### config.mk
export PLATFORM = sky130hd
export DESIGN_NAME = rom_read_arbiter
export DESIGN_NICKNAME = d
export VERILOG_FILES = /design/src/rtl/rom_read_arbiter_pkg.sv /design/src/rtl/rom_read_arbiter_rr.sv /design/src/rtl/rom_read_arbiter.sv
export SDC_FILE = /design/constraint.sdc
export NUM_CORES = 1
export LEC_CHECK = 0
export ABC_AREA = 1
export BUFFER_PORTS_ARGS = -buffer_cell sky130_fd_sc_hd__buf_2
export CORE_UTILIZATION = 35
export DETAILED_ROUTE_END_ITERATION = 8
export PLACE_DENSITY = 0.57
export SLEW_MARGIN = 20
export SYNTH_ARGS = -nofsm -noshare
export SYNTH_HDL_FRONTEND = slang
export SYNTH_HIERARCHICAL = 1
export SYNTH_SLANG_ARGS = --single-unit
### constraint.sdc
create_clock -name clk -period 5.2 [get_ports clk]
set_input_delay 0.26 -clock clk [delete_from_list [all_inputs] [get_ports clk]]
set_output_delay 0.26 -clock clk [all_outputs]
set_load 0.01 [all_outputs]
### src/rtl/rom_read_arbiter_pkg.sv
// Shared types for the program-ROM read arbiter: core count, ROM geometry and word types.
package rom_read_arbiter_pkg;

   localparam int N_CORES   = 4;
   localparam int ROM_DEPTH = 256;
   localparam int ROM_AW    = $clog2(ROM_DEPTH);
   localparam int IR_W      = 16;

   typedef logic [ROM_AW-1:0]          rom_addr_t;
   typedef logic [IR_W-1:0]            ir_word_t;
   typedef logic [$clog2(N_CORES)-1:0] core_id_t;

endpackage

### src/rtl/rom_read_arbiter_rr.sv
// Combinational round-robin pick: first requester at or after ptr, wrapping N-1 -> 0.
module rr_arbiter #(
   parameter int N = 4
) (
   input  logic [N-1:0]         req,
   input  logic [$clog2(N)-1:0] ptr,
   output logic                 gnt_valid,
   output logic [$clog2(N)-1:0] gnt_id
);

   localparam int IW = $clog2(N);

   logic [IW-1:0] idx;

   // Scan from the farthest offset down so the closest requester to ptr is written last.
   always_comb begin
      gnt_valid = 1'b0;
      gnt_id    = '0;
      idx       = '0;
      for (int k = N - 1; k >= 0; k--) begin
         idx = IW'((int'(ptr) + k) % N);
         if (req[idx]) begin
            gnt_valid = 1'b1;
            gnt_id    = idx;
         end
      end
   end

endmodule

### src/rtl/rom_read_arbiter.sv
// Shares the single synchronous ROM read port between N_REQ core fetch ports, one
// round-robin grant per cycle, with a programming interlock that flushes in-flight reads.
module rom_read_arbiter
   import rom_read_arbiter_pkg::*;
#(
   parameter int N_REQ  = N_CORES,
   parameter int RD_LAT = 1
) (
   input  logic                    clk,
   input  logic                    rst_n,
   input  logic [N_REQ-1:0]        active,
   input  logic [N_REQ*ROM_AW-1:0] addr,
   output logic [N_REQ*IR_W-1:0]   d_out,
   output logic [N_REQ-1:0]        ready,
   input  logic                    prog_busy,
   output logic                    mem_re,
   output logic [ROM_AW-1:0]       mem_addr,
   input  logic [IR_W-1:0]         mem_rd_data,
   output logic                    arb_idle
);

   localparam int IW = $clog2(N_REQ);

   // Core handshake: a core holds active[i] with a stable addr[i]; ready[i] is a level that
   // stays high (d_out[i] valid) until active[i] drops or addr[i] moves away from the served address.
   rom_addr_t        addr_a [N_REQ];
   rom_addr_t        tag    [N_REQ];
   ir_word_t         dout_q [N_REQ];
   logic [N_REQ-1:0] served, inflight, req, release_v, gnt_oh, ret_oh;
   logic [IW-1:0]    rr_ptr, gnt_id, next_ptr;
   logic             gnt_valid, issue;
   logic [RD_LAT:0]  pipe_v;
   logic [IW-1:0]    pipe_id [RD_LAT+1];

   for (genvar g = 0; g < N_REQ; g++) begin : g_core
      assign addr_a[g]              = addr[g*ROM_AW +: ROM_AW];
      assign d_out[g*IR_W +: IR_W]  = dout_q[g];
      assign release_v[g]           = served[g] & (~active[g] | (addr_a[g] != tag[g]));
   end

   assign req      = active & ~served & ~inflight;
   assign issue    = gnt_valid & ~prog_busy;
   assign gnt_oh   = issue ? (N_REQ'(1) << gnt_id) : '0;
   assign ret_oh   = (pipe_v[RD_LAT] & ~prog_busy) ? (N_REQ'(1) << pipe_id[RD_LAT]) : '0;
   assign next_ptr = (gnt_id == IW'(N_REQ - 1)) ? '0 : gnt_id + 1'b1;
   assign ready    = served;
   assign arb_idle = ~|req & ~|inflight & ~prog_busy;

   rr_arbiter #(.N(N_REQ)) u_rr (
      .req       (req),
      .ptr       (rr_ptr),
      .gnt_valid (gnt_valid),
      .gnt_id    (gnt_id)
   );

   // Stage 0 of the id pipe lines up with mem_re; stage RD_LAT lines up with mem_rd_data.
   always_ff @(posedge clk or negedge rst_n) begin
      if (!rst_n) begin
         rr_ptr   <= '0;
         mem_re   <= 1'b0;
         mem_addr <= '0;
         pipe_v   <= '0;
         for (int k = 0; k <= RD_LAT; k++) pipe_id[k] <= '0;
      end else begin
         mem_re     <= issue;
         pipe_v[0]  <= issue;
         pipe_id[0] <= gnt_id;
         for (int k = 1; k <= RD_LAT; k++) begin
            pipe_v[k]  <= pipe_v[k-1] & ~prog_busy;
            pipe_id[k] <= pipe_id[k-1];
         end
         if (issue) begin
            mem_addr <= addr_a[gnt_id];
            rr_ptr   <= next_ptr;
         end
      end
   end

   // A return only becomes ready if the core still wants the very address that was read.
   always_ff @(posedge clk or negedge rst_n) begin
      if (!rst_n) begin
         served   <= '0;
         inflight <= '0;
         for (int i = 0; i < N_REQ; i++) begin
            tag[i]    <= '0;
            dout_q[i] <= '0;
         end
      end else begin
         for (int i = 0; i < N_REQ; i++) begin
            if (prog_busy) begin
               served[i]   <= 1'b0;
               inflight[i] <= 1'b0;
            end else if (gnt_oh[i]) begin
               inflight[i] <= 1'b1;
               tag[i]      <= addr_a[i];
            end else if (ret_oh[i]) begin
               inflight[i] <= 1'b0;
               served[i]   <= active[i] & (addr_a[i] == tag[i]);
               dout_q[i]   <= mem_rd_data;
            end else if (release_v[i]) begin
               served[i]   <= 1'b0;
            end
         end
      end
   end

endmodule

# Yosys cells after proc, flatten, opt, wreduce, memory -nomap -nowiden
# Index checks and enable logic that the tools add are counted.
[word_totals] regBits=121 in_bits=55 out_inout_bits=78
[classes] addsub=4 order_cmp=5 n_eq_ne=13 shifts=2 mux=50 bitwise=31 n_reduce_logical=24
[op_table] op="1-bit 2-to-1 mux" n=36
[op_table] op="8-bit equality test" n=4
[op_table] op="8-bit != test" n=4
[op_table] op="3-bit nonzero test" n=8
[op_table] op="8-bit binary-select mux with 2-bit select" n=1
[op_table] op="8-bit 2-to-1 mux" n=2
[op_table] op="2-bit AND reduction" n=8
[op_table] op="1-bit bitwise AND" n=13
[op_table] op="2-bit by 3-bit less-than comparator with 1-bit output, second input constant" n=4
[op_table] op="3-bit AND reduction" n=4
[op_table] op="2-bit 2-to-1 mux" n=5
[op_table] op="1-bit NOT" n=9
[op_table] op="4-bit bitwise AND" n=2
[op_table] op="1-bit binary-select mux with 2-bit select" n=4
[op_table] op="4-bit 2-to-1 mux" n=2
[op_table] op="2-bit != test, second input constant" n=4
[op_table] op="4-bit NOT" n=2
[op_table] op="4-bit OR reduction" n=2
[op_table] op="1-bit by 2-bit left shift with 4-bit output, first input constant" n=2
[op_table] op="2-bit by 1-bit adder with 2-bit output, second input constant" n=2
[op_table] op="2-bit adder, second input constant" n=2
[op_table] op="1-bit bitwise OR" n=4
[op_table] op="3-bit >= comparator, second input constant" n=1
[op_table] op="2-bit NOT with 3-bit output" n=1
[op_table] op="2 further kinds" n=3

# Logic depth before layout (Yosys ltp)
# Gate-level depths: netlist (run 1).
[depth] depth_word=13 mapped_depth=24 mapped_depth_nobuf=21

# Modules after synthesis
# Netlist (run 1), hierarchy kept.
[by_module_without_submodules] mod="rom_read_arbiter" instances=1 cells_per_inst=650 area_each_um2=5780.5
[by_module_without_submodules] mod="rr_arbiter" instances=1 cells_per_inst=46 area_each_um2=212.7

# Worst setup path before layout (run 1)
# Ideal clock, no wire load.
[synth_timing] kind="register to register" startpoint="register served[0], in the netlist ready[0]" endpoint="register dout_q, in the netlist d_out[44]" setup_ps=122 arrival_ps=2606 required_time_ps=5078 slack_ps=2472 stages_incl_launch_ff=21 path_buffers=3 period_less_slack_ps=2728 cell_sequence="dfrtp_1 -> nor3_1 -> inv_1 -> nand2_1 -> nand3_1 -> nand2_1 -> nand3_1 -> nand2_1 -> nand2_1 -> nand2_1 -> buf_2 -> clkinv_1 -> clkbuf_1 -> ha_1 -> inv_1 -> nor2_8 -> inv_4 -> nand2_4 -> buf_6 -> nand2_1 -> o21ai_2"
[synth_via] elab_chain_len=13
[synth_lines] item="start: declaration" line_no="rom_read_arbiter.sv:29" text="logic [N_REQ-1:0] served, inflight, req, release_v, gnt_oh, ret_oh;"
[synth_lines] item="start signal: indexed assignment" line_no="rom_read_arbiter.sv:98" text="served[i] <= active[i] & (addr_a[i] == tag[i]);"
[synth_lines] item="4-bit NOT *" line_no="rom_read_arbiter.sv:41" text="assign req = active & ~served & ~inflight;"
[synth_lines] item="4-bit bitwise AND * (2 in series)" line_no="rom_read_arbiter.sv:41"
[synth_lines] item="net req[0]" line_no="rom_read_arbiter.sv:29"
[synth_lines] item="1-bit binary-select mux with 2-bit select" line_no="rom_read_arbiter_rr.sv:22" text="if (req[idx]) begin"
[synth_lines] item="1-bit 2-to-1 mux (not written as such)" line_no="rom_read_arbiter_rr.sv:22"
[synth_lines] item="2-bit 2-to-1 mux (3 in series)" line_no="rom_read_arbiter_rr.sv:22"
[synth_lines] item="2-bit 2-to-1 mux *" line_no="rom_read_arbiter_rr.sv:22"
[synth_lines] item="net gnt_id[0]" line_no="rom_read_arbiter.sv:30" text="logic [IW-1:0] rr_ptr, gnt_id, next_ptr;"
[synth_lines] item="1-bit by 2-bit left shift with 4-bit output *" line_no="rom_read_arbiter.sv:43" text="assign gnt_oh = issue ? (N_REQ'(1) << gnt_id) : '0;"
[synth_lines] item="4-bit 2-to-1 mux *" line_no="rom_read_arbiter.sv:43"
[synth_lines] item="1-bit NOT (no line) *"
[synth_lines] item="3-bit AND reduction (no line) *"
[synth_lines] item="end signal: indexed assignment" line_no="rom_read_arbiter.sv:99" text="dout_q[i] <= mem_rd_data;"
[synth_lines] item="end: declaration" line_no="rom_read_arbiter.sv:28" text="ir_word_t dout_q [N_REQ];"
# Mark *: on every way through the listed nets, which the timed path passes. The rest lies on a longest branch. The select of a mux whose other input is x is not followed.
# A chain may end at the register's enable or synchronous reset.

# Final worst setup path (run 1)
[layout_timing] startpoint="register served[0], in the netlist ready[0]" endpoint="register dout_q, in the netlist d_out[9]"
# Same word-level chain as after synthesis.

==> results of run 1 <==
## layout make-up
cell class | count | area [µm²] | share of cell area
Clock inverter | 11 | 122.6 | 0.01664
Inverter | 113 | 440.4 | 0.05977
Timing Repair Buffer | 136 | 695.7 | 0.09441
Sequential cell | 120 | 3003 | 0.4075
Tap cell | 220 | 275.3 | 0.03736
Multi-Input combinational cell | 441 | 2361 | 0.3204
Clock buffer | 21 | 470.5 | 0.06385
## state kept, by name, indices dropped and copies added (netlist names)
| name | cells |
|---|---|
| mem_addr | 8 |
| pipe_v | 2 |
| rr_ptr | 2 |
| pipe_id | 4 |
| inflight | 4 |
| tag | 32 |
| ready | 4 |
| d_out | 64 |
## cells by family (layout without fill, tap and decap cells)
kind of cell    count (synthesis)  in the layout  share of synthesized area
buf+inv                       135            281                     0.1050
flops                         120            120                     0.5010
simple gates                  278            278                     0.2098
fa+ha+maj                       4              4                   0.008351
compound gates                159            159                     0.1758
## tightest hold or removal path, delay by kind of cell
| kind | cells | cell delay, ns |
|---|---|---|
| AOI/OAI and AO/OA | 1 | 0.06 |
| buffers and inverters | 1 | 0.09 |
| and+or+nand+nor | 1 | 0.04 |
## per-layer routing
| layer | track usage | wire [µm] |
|---|---|---|
| met1 | 0.2406 | 7057 |
| met2 | 0.2606 | 6684 |
| met3 | 0.03870 | 633 |
| met4 | 0.06833 | 258 |
| met5 | 0 | 0 |
## power by group through the flow
stage,Sequential [mW],Combinational (mW),Clock (mW)
2_1_floorplan,1.67,1.31,0
3_3_place_gp,1.59,1.92,0
3_5_place_dp,1.59,1.96,0
4_1_cts,1.58,1.97,1.20
5_1_grt,1.63,2.21,1.23
6_report,1.57,1.95,1.17
## path summary, 6_finish.rpt
| path | slack [ns] | end | from | cells past startpoint |
|---|---|---|---|---|
| setup reg to reg | 1.49 | d_out[9] | ready[0] | 17 |
| setup / recovery | 1.49 | d_out[9] | ready[0] | 17 |
| hold reg to reg | 0.35 | pipe_id[1] | pipe_id[3] | 0 |
| hold / removal | 0.08 | tag[23] | addr[15] | 3 |
| min in group asynchronous | 0.38 | tag[24] | rst_n | 2 |
| max in group asynchronous | 3.86 | d_out[57] | rst_n | 3 |
## layout by cell type (no fill, tap or decap), types with 5 or more instances in the layout
cell type / netlist / layout
sky130_fd_sc_hd__nor2_1: 33 / 33
sky130_fd_sc_hd__nand2_2: 6 / 6
sky130_fd_sc_hd__o31ai_1: 5 / 5
sky130_fd_sc_hd__a21oi_1: 27 / 27
sky130_fd_sc_hd__nand3_1: 15 / 15
sky130_fd_sc_hd__clkbuf_16: 0 / 17
sky130_fd_sc_hd__o21ai_2: 62 / 62
sky130_fd_sc_hd__nand2_1: 205 / 205
sky130_fd_sc_hd__inv_1: 101 / 101
sky130_fd_sc_hd__a31oi_1: 8 / 8
sky130_fd_sc_hd__buf_2: 7 / 131
sky130_fd_sc_hd__nand2_4: 5 / 5
sky130_fd_sc_hd__o21ai_0: 52 / 52
sky130_fd_sc_hd__dfrtp_1: 120 / 120
## timing repair
action	in CTS	in global routing
buffers inserted	0	0
hold buffers	1	0
hold endpoints to repair	40	0
## through the flow
step	power (mW)	hold WS (ns)
final	4.701	0.07830
after global routing	5.069	0.08586
after CTS	4.752	0.05733
after detailed placement	3.552	0.2969
after global placement	3.515	0.3092
after floorplan	2.977	-0.03559
==> impl_summary.md, run 1 <==
Setup path
The slowest stage of the critical path is the sky130_fd_sc_hd__clkinv_1 cell. The critical path contains buffers and inverters numbering 4 combined. The critical setup path kind is reg2reg. The critical path data required time is 5.49 ns. The largest incremental delay on the critical path is 0.55 ns.

The kind of cell adding the most delay to the critical path is simple AND/OR/NAND/NOR gates. The type of element capturing the critical path is a flop. Along the worst path, the maximum fanout reaches 32. Walking the worst path, the cells encountered are nor3_1 -> inv_1 -> nand2_1 -> nand3_1 -> nand2_1 -> nand3_1 -> nand2_1 -> nand2_1 -> nand2_1 -> clkinv_1 -> ha_1 -> inv_1 -> nor2_8 -> inv_4 -> nand2_4 -> nand2_1 -> o21ai_2. At the worst endpoint, the arrival time is 4.00 ns. The worst setup path is launched from a flop. The library cell appearing most often on the critical path is sky130_fd_sc_hd__nand2_1.

STA
Setup violations remaining at the end of the flow were counted as 0. Summed over all failing endpoints, the final setup total negative slack is 0 ns. The worst setup margin is 1.487 ns. The total count of hold-check failures in the final report is 0. Based on the critical path, the design can be clocked at up to 0.2693 GHz. Across the routed clock network, the largest skew measured is 0.008760 ns. The worst-margin pin slew is 0.6004 ns. The number of max-slew violations in the final report is 0. Subtracting the final worst setup slack from the clock period gives 3.713 ns. The worst pin sits at a relative slew slack of 0.5988. The share of the cycle needed by the critical path after routing is 0.7140. Setup repair after global routing left no endpoint under its margin.

GRT
The total global-route track usage is 0.1730. The number of antenna violations at the first check in global routing is 0. The first global-routing pass estimated 23400 µm of wire. Summed over all layers, the global routing overflow is 0.

The via count of the first global-routing pass came to 4440. The largest net degree at the start of global routing is 44.

Routing
The number of DRC markers after the initial detailed-route iteration is 272. The detail-routed via count per cell is 4.532. The final layout contains routed wiring with a total length of 14630 µm. The remaining routing DRC violations is 0. The detailed router placed 4813 vias in this run. The post-detailed-route count of antenna-violating nets is 0. The first detailed-routing pass took 4 iterations. The detail-routed net length per standard cell is 13.78 µm.

Flow run
Across the run, the number of max-cap violations was 0.

Die
The boundary pin count is 133. The core footprint is 16640 µm². In this run the core area contains 47 standard-cell rows. The initial utilization of the core area, before any placement, comes to 0.3601. The die covers 17650 µm². The die height is 132.9 µm. Measured along the x axis, the die boundary spans 132.9 µm.

Power and ir drop
The power share of the combinational group is 0.415. The net switching share of the total power is 0.4043. Summed over all nets, the switching power comes to 1.900 mW.

The power per unit of standard cell area is 638.0 nW/µm². The leakage power is 3.946 nW. The worst-case vdd ir drop is 0.0002276 V. The share of total power in the clock network is 0.250. Cell internal power was estimated by the tool at 2.800 mW. The share of total power dissipated in sequential elements is 0.335.

Hold path
The worst hold-check path type is in2reg.

Yosys
Synthesis handed over a netlist of 696 instances. Summed over all instances, the cell type with the most area after synthesis is sky130_fd_sc_hd__dfrtp_1. The average cell area after synthesis is 8.611 µm². The proportion of register bits with asynchronous set or reset after synthesis is 1.000. For this run, the leading register cell type out of synthesis is sky130_fd_sc_hd__dfrtp_1. The synthesized netlist occupies a cell area of 5993 µm².

In this run, distinct cell masters in the synthesized netlist total 29. Yosys instantiated no cell more often than sky130_fd_sc_hd__nand2_1. The share of synthesized area in the top cell type comes to 0.5010. The proportion of synthesized chip area in sequential cells is 0.5010. By area the synthesized netlist is led by sky130_fd_sc_hd__dfrtp_1 50%, sky130_fd_sc_hd__nand2_1 13%, sky130_fd_sc_hd__o21ai_2 9.1%, sky130_fd_sc_hd__inv_1 6.3%, sky130_fd_sc_hd__o21ai_0 4.3%. The post-synthesis sequential element count is 120. The number of synthesis warnings is 6. When the netlist entered floorplanning its net count stood at 755. In the synthesized netlist, the cells that appear most often are 205 x sky130_fd_sc_hd__nand2_1, 120 x sky130_fd_sc_hd__dfrtp_1, 101 x sky130_fd_sc_hd__inv_1.

Counting flops with a built-in enable in the synthesized netlist gives 0.

Layout
The share of layout cells above drive strength 1 is 0.3076. After the flow finishes, the layout carries non-filler instances totaling 1062. Compared with the post-synthesis result, the final layout area differs by 22.94%. The number of antenna diodes in the final layout is 0. The final layout contains 888 nets. The finished cells cover 7368 µm². The utilization after layout is 0.4427.

The filler cells instantiated in the layout total 1703.

Clock network
The largest buffer count on any clock path is 2. The clock reaches the later pin of the worst-skew pair after 0.42 ns. TritonCTS built the clock tree.

Counting the buffers created by CTS gives 17. CTS built an H-tree with a depth of 4. The total of cells resized after clock tree synthesis is 0. The number of sinks on the clock net is 120. The master cell of the clock root buffer is sky130_fd_sc_hd__clkbuf_16. The clock slew seen by the registers of the worst setup and hold paths is 0.06 ns.

Placement
The number of placed instances with taps included is 1029. The post-placement setup slack is 1.498 ns. The detailed placement HPWL is 10880 µm. Port buffering added 132 buffers.

Once placement finished, the instance area stood at 6765 µm². At the end of routability-driven placement, the weighted congestion stood at 0.7996.

Outcome
The run finished with clean final reports.
Note: power is estimated with default switching activity, not from simulation.
==> run 2: changes to the inputs <==
- PLACE_DENSITY: 0.57 -> 0.59
- clock period: 5.2 -> 3.3 ns (I/O delays scaled with it)
==> run 2 against run 1 <==
  * Non-clock buffer count increased by 13
  * First-iteration DRC count decreased by 1.8%
  * Combinational power increased by 59%
  * Clock-buffer cell count decreased by 1
  * Cell count increased by 1.2%
  * Critical path depth unchanged
  * Via count decreased by 0.75%
  * Wire length increased by 0.39%
  * Sequential cell count unchanged
  * Fmax increased by 29%
  * Setup slack got worse by 1.1 ns
  * Largest power group unchanged
==> impl_summary.md, run 2 (synthesized netlist as in run 1, its figures left out) <==
Outcome
Status: complete, no violations (unchanged).

Clock network
The insertion delay to the later sink of the worst-skew pair is 0.42 ns (about the same). The clock slew seen by the registers of the worst setup and hold paths is 0.06 ns (about the same). The clock tree from TritonCTS was yes (unchanged). The largest buffer count on any clock path was 2 (unchanged). The number of sinks on the clock net was 120 (unchanged).

The master cell of the clock root buffer is sky130_fd_sc_hd__clkbuf_16 (unchanged). The CTS buffer count is 17 (unchanged). The CTS H-tree depth is 4 (unchanged).

GRT
The largest net degree at the start of global routing was 68 (was 44). The number of antenna violations at the first check in global routing is 0 (unchanged). The final global-route overflow total is 0 (unchanged). The wire length of the first global-routing pass came to 23960 µm (was 23400 µm). The via count of the first global-routing pass is 4435 (was 4440). The total global-route track usage was 0.1779 (was 0.1730).

Routing
The post-detailed-route count of antenna-violating nets is 0 (unchanged). The routed via count is 4777 (was 4813). The detail-routed net length per standard cell is 13.67 µm (was 13.78 µm). The number of DRC markers after the initial detailed-route iteration is 267 (was 272).

The total wirelength of the detailed-routed design came to 14690 µm (was 14630 µm). The detail-routed via count per cell is 4.444 (was 4.532). The remaining routing DRC violations came to 0 (unchanged). The first-pass iteration count of the detailed router came to 5 (was 4).

Power and ir drop
The total chip power is 7.477 mW (was 4.701 mW). The leakage power is 4.016 nW (was 3.946 nW). The power per unit of standard cell area is 994.5 nW/µm² (was 638.0 nW/µm²).

The worst-case vdd ir drop was 0.0004382 V (was 0.0002276 V).

Setup path
The worst path arrival time is 3.17 ns (was 4.00 ns). The maximum net fanout on the critical path is 32 (unchanged). The type of element capturing the critical path is a flop (unchanged).

The kind of start point of the critical path is a flop (unchanged). The critical setup path kind is reg2reg (unchanged). The number of cell instances on the worst register-to-register path was 17 (unchanged).

The critical path data required time is 3.60 ns (was 5.49 ns). The internal reg-to-reg setup slack was 0.42 ns (was 1.49 ns).

STA
The number of max-slew violations in the final report came to 0 (unchanged). The share of the cycle needed by the critical path after routing is 0.8719 (was 0.7140). The setup TNS is 0 ns (unchanged).

The fmax is 0.3475 GHz (was 0.2693 GHz). RSZ-0062 raised after global routing: no (unchanged). The final worst clock skew is 0.008514 ns (was 0.008760 ns). The total count of hold-check failures in the final report is 0 (unchanged). The worst-margin pin slew was 0.7251 ns (was 0.6004 ns). The headroom to the max-slew limit is 0.5166 (was 0.5988). The post-route worst hold slack is 0.01772 ns (was 0.07830 ns). The count of endpoints failing setup in the final report is 0 (unchanged).

The shortest clock period the worst path allows after layout came to 2.877 ns (was 3.713 ns).

Placement
The count of input and output buffers was 132 (unchanged). The last weighted congestion value of the routability-driven placer is 0.8174 (was 0.7996). The post-place instance area was 6785 µm² (was 6765 µm²).

The detailed placement HPWL is 10640 µm (was 10880 µm). The number of placed instances with taps included is 1030 (was 1029).

Flow run
The count of maximum capacitance violations is 0 (unchanged).

Layout
The synthesis-to-layout area growth was 25.45% (was 22.94%). The number of nets in the finished design is 901 (was 888). The most frequent standard cell in the layout excluding fill and tap cells is sky130_fd_sc_hd__nand2_1 (unchanged).

Commonest cells after routing, fill and taps aside: 205 x sky130_fd_sc_hd__nand2_1, 131 x sky130_fd_sc_hd__buf_2, 120 x sky130_fd_sc_hd__dfrtp_1, 101 x sky130_fd_sc_hd__inv_1, 62 x sky130_fd_sc_hd__o21ai_2 (unchanged). The share of layout cells above drive strength 1 came to 0.3064 (was 0.3076). The number of antenna cells inserted is 0 (unchanged). The final design instance area without fill is 7518 µm² (was 7368 µm²). The flip-flop count of the largest register, all copies and words added came to 64 (unchanged). The count of fill cells added during filler insertion is 1679 (was 1703). The post-route non-filler standard cell count was 1075 (was 1062).

Hold path
The number of instances on the worst hold path was 3 (unchanged). The worst hold-check path type is in2reg (unchanged).

Die
The area enclosed by the die boundary is 17650 µm² (unchanged). The die boundary width is 132.9 µm (unchanged). The effective utilization at floorplan is 0.3601 (unchanged). The die height is 132.9 µm (unchanged). The number of standard-cell rows in the floorplan is 47 (unchanged). The boundary pin count is 133 (unchanged). The core footprint was 16640 µm² (unchanged).
[run 2: cell types whose count changed in the layout (fill, tap and decap cells not counted)]
cell / change
sky130_fd_sc_hd__buf_12: +1
sky130_fd_sc_hd__clkbuf_8: -1
sky130_fd_sc_hd__clkinv_1: -1
sky130_fd_sc_hd__clkinv_2: -2
sky130_fd_sc_hd__clkinv_4: +2
sky130_fd_sc_hd__clkinvlp_4: -2
sky130_fd_sc_hd__dlygate4sd3_1: +12
sky130_fd_sc_hd__inv_2: +1
sky130_fd_sc_hd__inv_6: +3
sky130_fd_sc_hd__nor3_1: -1
sky130_fd_sc_hd__nor3_2: +1
[run 2: cell type report]
type                    count  area, µm²  area share
clock buffers              20      456.7     0.06074
clock inverters            12      141.4     0.01881
inverters                 113      440.4     0.05858
multi-input cells         441       2366      0.3147
flip-flops and latches    120       3003      0.3994
well taps                 220      275.3     0.03661
repair buffers            149      835.8      0.1112
[run 2: worst paths after layout]
path,startpoint,end
min in group asynchronous,rst_n,tag[18]
max reg2reg,ready[1],d_out[43]
min,addr[9],tag[17]
max in group asynchronous,rst_n,tag[11]
max,ready[1],d_out[43]
min reg2reg,pipe_id[2],pipe_id[0]
[run 2: where the power goes]
| group | switching [mW] | internal (mW) | total, mW |
|---|---|---|---|
| registers | 0.369 | 2.12 | 2.49 |
| logic | 1.94 | 1.17 | 3.11 |
| clock network | 0.719 | 1.16 | 1.88 |
| total | 3.03 | 4.45 | 7.48 |
[run 2: per-layer routing]
layer	up-vias	wire length, µm	global-route usage
met5	-	0	0
met4	0	323	0.07535
met3	22	719	0.04444
met2	104	6670	0.2688
met1	2162	6978	0.2417
li1	2489	-	-
[run 2: through the flow]
| step | setup WS, ns | util |
|---|---|---|
| 2_1_floorplan | 0.5715 | - |
| 3_5_place_dp | 0.2488 | 0.4077 |
| 6_report | 0.4227 | 0.4518 |
| 5_1_grt | 0.01983 | 0.4518 |
| 4_1_cts | 0.2288 | 0.4515 |
| 3_3_place_gp | 0.3257 | 0.4077 |
[run 2: what timing repair did]
action                                  CTS  global route
endpoints found under the setup margin    0            45
hold buffers                             13             0
hold endpoints to repair                 65             0
gates resized for setup                   0             2
buffers inserted                          0             0
[run 2: critical path: stages, from the launching register on]
cell,delay [ns]
sky130_fd_sc_hd__dfrtp_1,0.40
sky130_fd_sc_hd__nor3_1,0.26
sky130_fd_sc_hd__inv_1,0.10
sky130_fd_sc_hd__nand2_1,0.11
sky130_fd_sc_hd__nand3_1,0.11
sky130_fd_sc_hd__nand2_1,0.08
sky130_fd_sc_hd__nand3_1,0.08
sky130_fd_sc_hd__nand2_1,0.07
sky130_fd_sc_hd__nand2_1,0.04
sky130_fd_sc_hd__nand2_1,0.10
sky130_fd_sc_hd__clkinv_1,0.26
sky130_fd_sc_hd__ha_1,0.31
sky130_fd_sc_hd__inv_1,0.14
sky130_fd_sc_hd__nor2_8,0.09
sky130_fd_sc_hd__inv_4,0.09
sky130_fd_sc_hd__nand2_4,0.26
sky130_fd_sc_hd__nand2_1,0.18
sky130_fd_sc_hd__o21ai_2,0.06
==> run 3: changes to the inputs <==
- CELL_PAD_IN_SITES_DETAIL_PLACEMENT: unset -> 1
- CELL_PAD_IN_SITES_GLOBAL_PLACEMENT: unset -> 1
- PLACE_DENSITY: 0.59 -> 0.75
==> run 3 against run 2 <==
  * Sequential cell count is the same
  * Cell count rose by 0.28%
  * Sequential power barely moved
  * First-iteration DRC count decreased by 12%
  * Worst hold slack got worse by 0.0013 ns
  * Critical endpoint is now d_out[23]
  * Combinational power up 6%
  * Setup slack got worse by 0.13 ns
  * Die area unchanged
  * Wire length rose by 14%
  * Largest power group unchanged
==> impl_summary.md, run 3 (synthesized netlist as in run 1, its figures left out) <==
STA
The total count of hold-check failures in the final report is 0 (unchanged). The fmax came to 0.3327 GHz (was 0.3475 GHz). The count of endpoints failing setup in the final report was 0 (unchanged). The worst setup margin was 0.2945 ns (was 0.4227 ns). The headroom to the max-slew limit is 0.4264 (was 0.5166). RSZ-0062 raised after global routing: no (unchanged). The number of max-slew violations in the final report is 0 (unchanged). The final worst clock skew came to 0.01267 ns (was 0.008514 ns).

The shortest clock period the worst path allows after layout came to 3.005 ns (was 2.877 ns). The worst-margin pin slew is 0.8604 ns (was 0.7251 ns). The share of the cycle needed by the critical path after routing was 0.9108 (was 0.8719). The post-route worst hold slack is 0.01637 ns (was 0.01772 ns). The setup TNS is 0 ns (unchanged).

Placement
The last weighted congestion value of the routability-driven placer is 0.7912 (was 0.8174). The count of input and output buffers is 132 (unchanged). The post-placement setup slack is 0.1430 ns (was 0.2488 ns). The detailed placement HPWL was 11960 µm (was 10640 µm). The number of placed instances with taps included is 1030 (unchanged).

Routing
The total wirelength of the detailed-routed design came to 16690 µm (was 14690 µm). The detail-routed net length per standard cell is 15.48 µm (was 13.67 µm). The routed via count was 5059 (was 4777). The post-detailed-route count of antenna-violating nets is 0 (unchanged). The first-pass iteration count of the detailed router was 4 (was 5). The number of DRC markers after the initial detailed-route iteration is 234 (was 267). The detail-routed via count per cell is 4.693 (was 4.444). The remaining routing DRC violations is 0 (unchanged).

GRT
The total global-route track usage is 0.2002 (was 0.1779). The number of antenna violations at the first check in global routing is 0 (unchanged). The wire length of the first global-routing pass came to 27170 µm (was 23960 µm). The final global-route overflow total is 0 (unchanged). The via count of the first global-routing pass is 5136 (was 4435). The largest net degree at the start of global routing came to 62 (was 68).

Layout
The most frequent standard cell in the layout excluding fill and tap cells is sky130_fd_sc_hd__nand2_1 (unchanged). The count of fill cells added during filler insertion is 2000 (was 1679). Commonest cells after routing, fill and taps aside: 205 x sky130_fd_sc_hd__nand2_1, 131 x sky130_fd_sc_hd__buf_2, 120 x sky130_fd_sc_hd__dfrtp_1, 101 x sky130_fd_sc_hd__inv_1, 62 x sky130_fd_sc_hd__o21ai_2 (unchanged). The storage element area is 3003 µm² (unchanged).

The share of layout cells above drive strength 1 is 0.3030 (was 0.3064). The synthesis-to-layout area growth is 26.08% (was 25.45%). The area of combinational cells with multiple inputs is 2387 µm² (was 2366 µm²). The flip-flop count of the largest register, all copies and words added is 64 (unchanged). The post-route non-filler standard cell count is 1078 (was 1075). The number of nets in the finished design is 906 (was 901). The number of antenna cells inserted is 0 (unchanged).

Setup path
The library cell appearing most often on the critical path is sky130_fd_sc_hd__nand2_1 (unchanged). The worst path arrival time was 3.34 ns (was 3.17 ns). The number of buffers and inverters on the critical path is 4 (unchanged).

The number of cell instances on the worst register-to-register path is 17 (unchanged). The internal reg-to-reg setup slack came to 0.29 ns (was 0.42 ns). The capture point of the worst reg-to-reg path is d_out[23] (was d_out[43]). The type of element capturing the critical path was a flop (unchanged).

The kind of start point of the critical path is a flop (unchanged). The kind of cell adding the most delay to the critical path is simple AND/OR/NAND/NOR gates (unchanged). The critical path data required time was 3.64 ns (was 3.60 ns). The maximum net fanout on the critical path was 32 (unchanged). The largest incremental delay on the critical path is 0.40 ns (about the same). Cell-by-cell trace of the critical path: nor3_1 -> inv_1 -> nand2_1 -> nand3_1 -> nand2_1 -> nand3_1 -> nand2_1 -> nand2_1 -> nand2_1 -> buf_4 -> ha_1 -> inv_1 -> nor2_8 -> inv_4 -> nand2_8 -> nand2_1 -> o21ai_2 (was nor3_1 -> inv_1 -> nand2_1 -> nand3_1 -> nand2_1 -> nand3_1 -> nand2_1 -> nand2_1 -> nand2_1 -> clkinv_1 -> ha_1 -> inv_1 -> nor2_8 -> inv_4 -> nand2_4 -> nand2_1 -> o21ai_2).

The critical setup path kind is reg2reg (unchanged). The critical register-to-register path startpoint is ready[0] (was ready[1]). The critical path's slowest cell is sky130_fd_sc_hd__dfrtp_1 (unchanged).

Power and ir drop
The share of total power in the clock network was 0.237 (was 0.251). The register share of total power is 0.330 (was 0.333). The leakage power is 4.032 nW (was 4.016 nW). The power share of the combinational group is 0.433 (was 0.416).

The internal power consumption was 4.434 mW (was 4.449 mW). The power per unit of standard cell area is 1005 nW/µm² (was 994.5 nW/µm²). The worst-case vdd ir drop was 0.0004206 V (was 0.0004382 V). The net switching share of the total power was 0.4162 (was 0.4049).

The reported net switching power is 3.161 mW (was 3.028 mW).

Die
The number of standard-cell rows in the floorplan is 47 (unchanged). The effective utilization at floorplan is 0.3601 (unchanged). The area enclosed by the die boundary is 17650 µm² (unchanged). The die boundary width is 132.9 µm (unchanged).

The boundary pin count came to 133 (unchanged). The die height is 132.9 µm (unchanged). The core footprint is 16640 µm² (unchanged).

Clock network
The CTS buffer count is 17 (unchanged). The clock tree from TritonCTS is yes (unchanged). The largest buffer count on any clock path was 2 (unchanged). The insertion delay to the later sink of the worst-skew pair is 0.42 ns (about the same).

The number of sinks on the clock net is 120 (unchanged). The clock slew seen by the registers of the worst setup and hold paths is 0.05 ns (was 0.06 ns). The CTS H-tree depth was 4 (unchanged). The master cell of the clock root buffer is sky130_fd_sc_hd__clkbuf_16 (unchanged).

Outcome
Status: complete, no violations (unchanged).

Hold path
The start point of the worst hold path is addr[3] (was addr[9]). The number of instances on the worst hold path was 3 (unchanged). The worst hold path endpoint is tag[27] (was tag[17]). The worst hold-check path type is in2reg (unchanged).

Flow run
The count of maximum capacitance violations is 0 (unchanged).
## run 3: cell types whose count changed in the layout (fill, tap and decap cells not counted)
cell and delta:
sky130_fd_sc_hd__clkinv_2 +6, sky130_fd_sc_hd__clkinvlp_4 -1, sky130_fd_sc_hd__clkinv_1 -1, sky130_fd_sc_hd__dlygate4sd3_1 +5, sky130_fd_sc_hd__nor3_1 +1, sky130_fd_sc_hd__clkinv_4 -3, sky130_fd_sc_hd__nor3_2 -1, sky130_fd_sc_hd__inv_6 -3
sky130_fd_sc_hd__nand2_8 +3, sky130_fd_sc_hd__nand2_4 -3
## run 3: timing repair
action / 4_1_cts / 5_1_grt
endpoints found under the setup margin: 0 / 48
resized for setup: 0 / 5
hold buffers: 18 / 0
buffers inserted: 0 / 0
endpoints found under the hold margin: 77 / 0
## run 3: metrics by stage
stage | power (mW) | area, µm² | utilization
final | 7.595 | 7556 | 0.4540
after global routing | 8.164 | 7556 | 0.4540
after CTS | 7.646 | 7526 | 0.4522
after detailed placement | 5.757 | 6785 | 0.4077
after global placement | 5.639 | 6785 | 0.4077
after floorplan | 4.691 | 5993 | -
## run 3: cell type report
type,instances,area share
clock buffer,20,0.06044
multi-input combinational,441,0.3159
timing repair buffer,154,0.1172
clock inverter,10,0.01374
tap,220,0.03643
sequential,120,0.3974
inverter,113,0.05878
## run 3: worst max-delay path by stage
stage / slack [ns] / end / startpoint / cells after the start
after floorplan: 0.57 / d_out[44] / ready[0] / 20
after global placement: 0.27 / d_out[44] / ready[0] / 17
after detailed placement: 0.14 / d_out[23] / ready[2] / 18
after CTS: 0.10 / d_out[23] / ready[2] / 18
after global routing: 0.03 / d_out[23] / ready[0] / 17
final: 0.29 / d_out[23] / ready[0] / 17
## run 3: power groups by stage
stage	logic, mW	clock network, mW	registers (mW)
floorplan	2.06	0	2.63
global placement	3.13	0	2.51
detailed placement	3.24	0	2.52
CTS	3.30	1.84	2.51
global route	3.69	1.89	2.59
finish	3.29	1.80	2.51
## run 3: worst min-delay path, cell delays in order
cell	delay, ns
sky130_fd_sc_hd__buf_2	0.12
sky130_fd_sc_hd__nand2_1	0.05
sky130_fd_sc_hd__o21ai_0	0.06
## run 3: metal layers
layer / track usage / routed length (µm) / vias to the layer above
met5: 0 / 0 / -
met4: 0.07216 / 226 / 0
met3: 0.03946 / 500 / 16
met2: 0.3310 / 8380 / 75
met1: 0.2599 / 7579 / 2474
li1: - / - / 2494
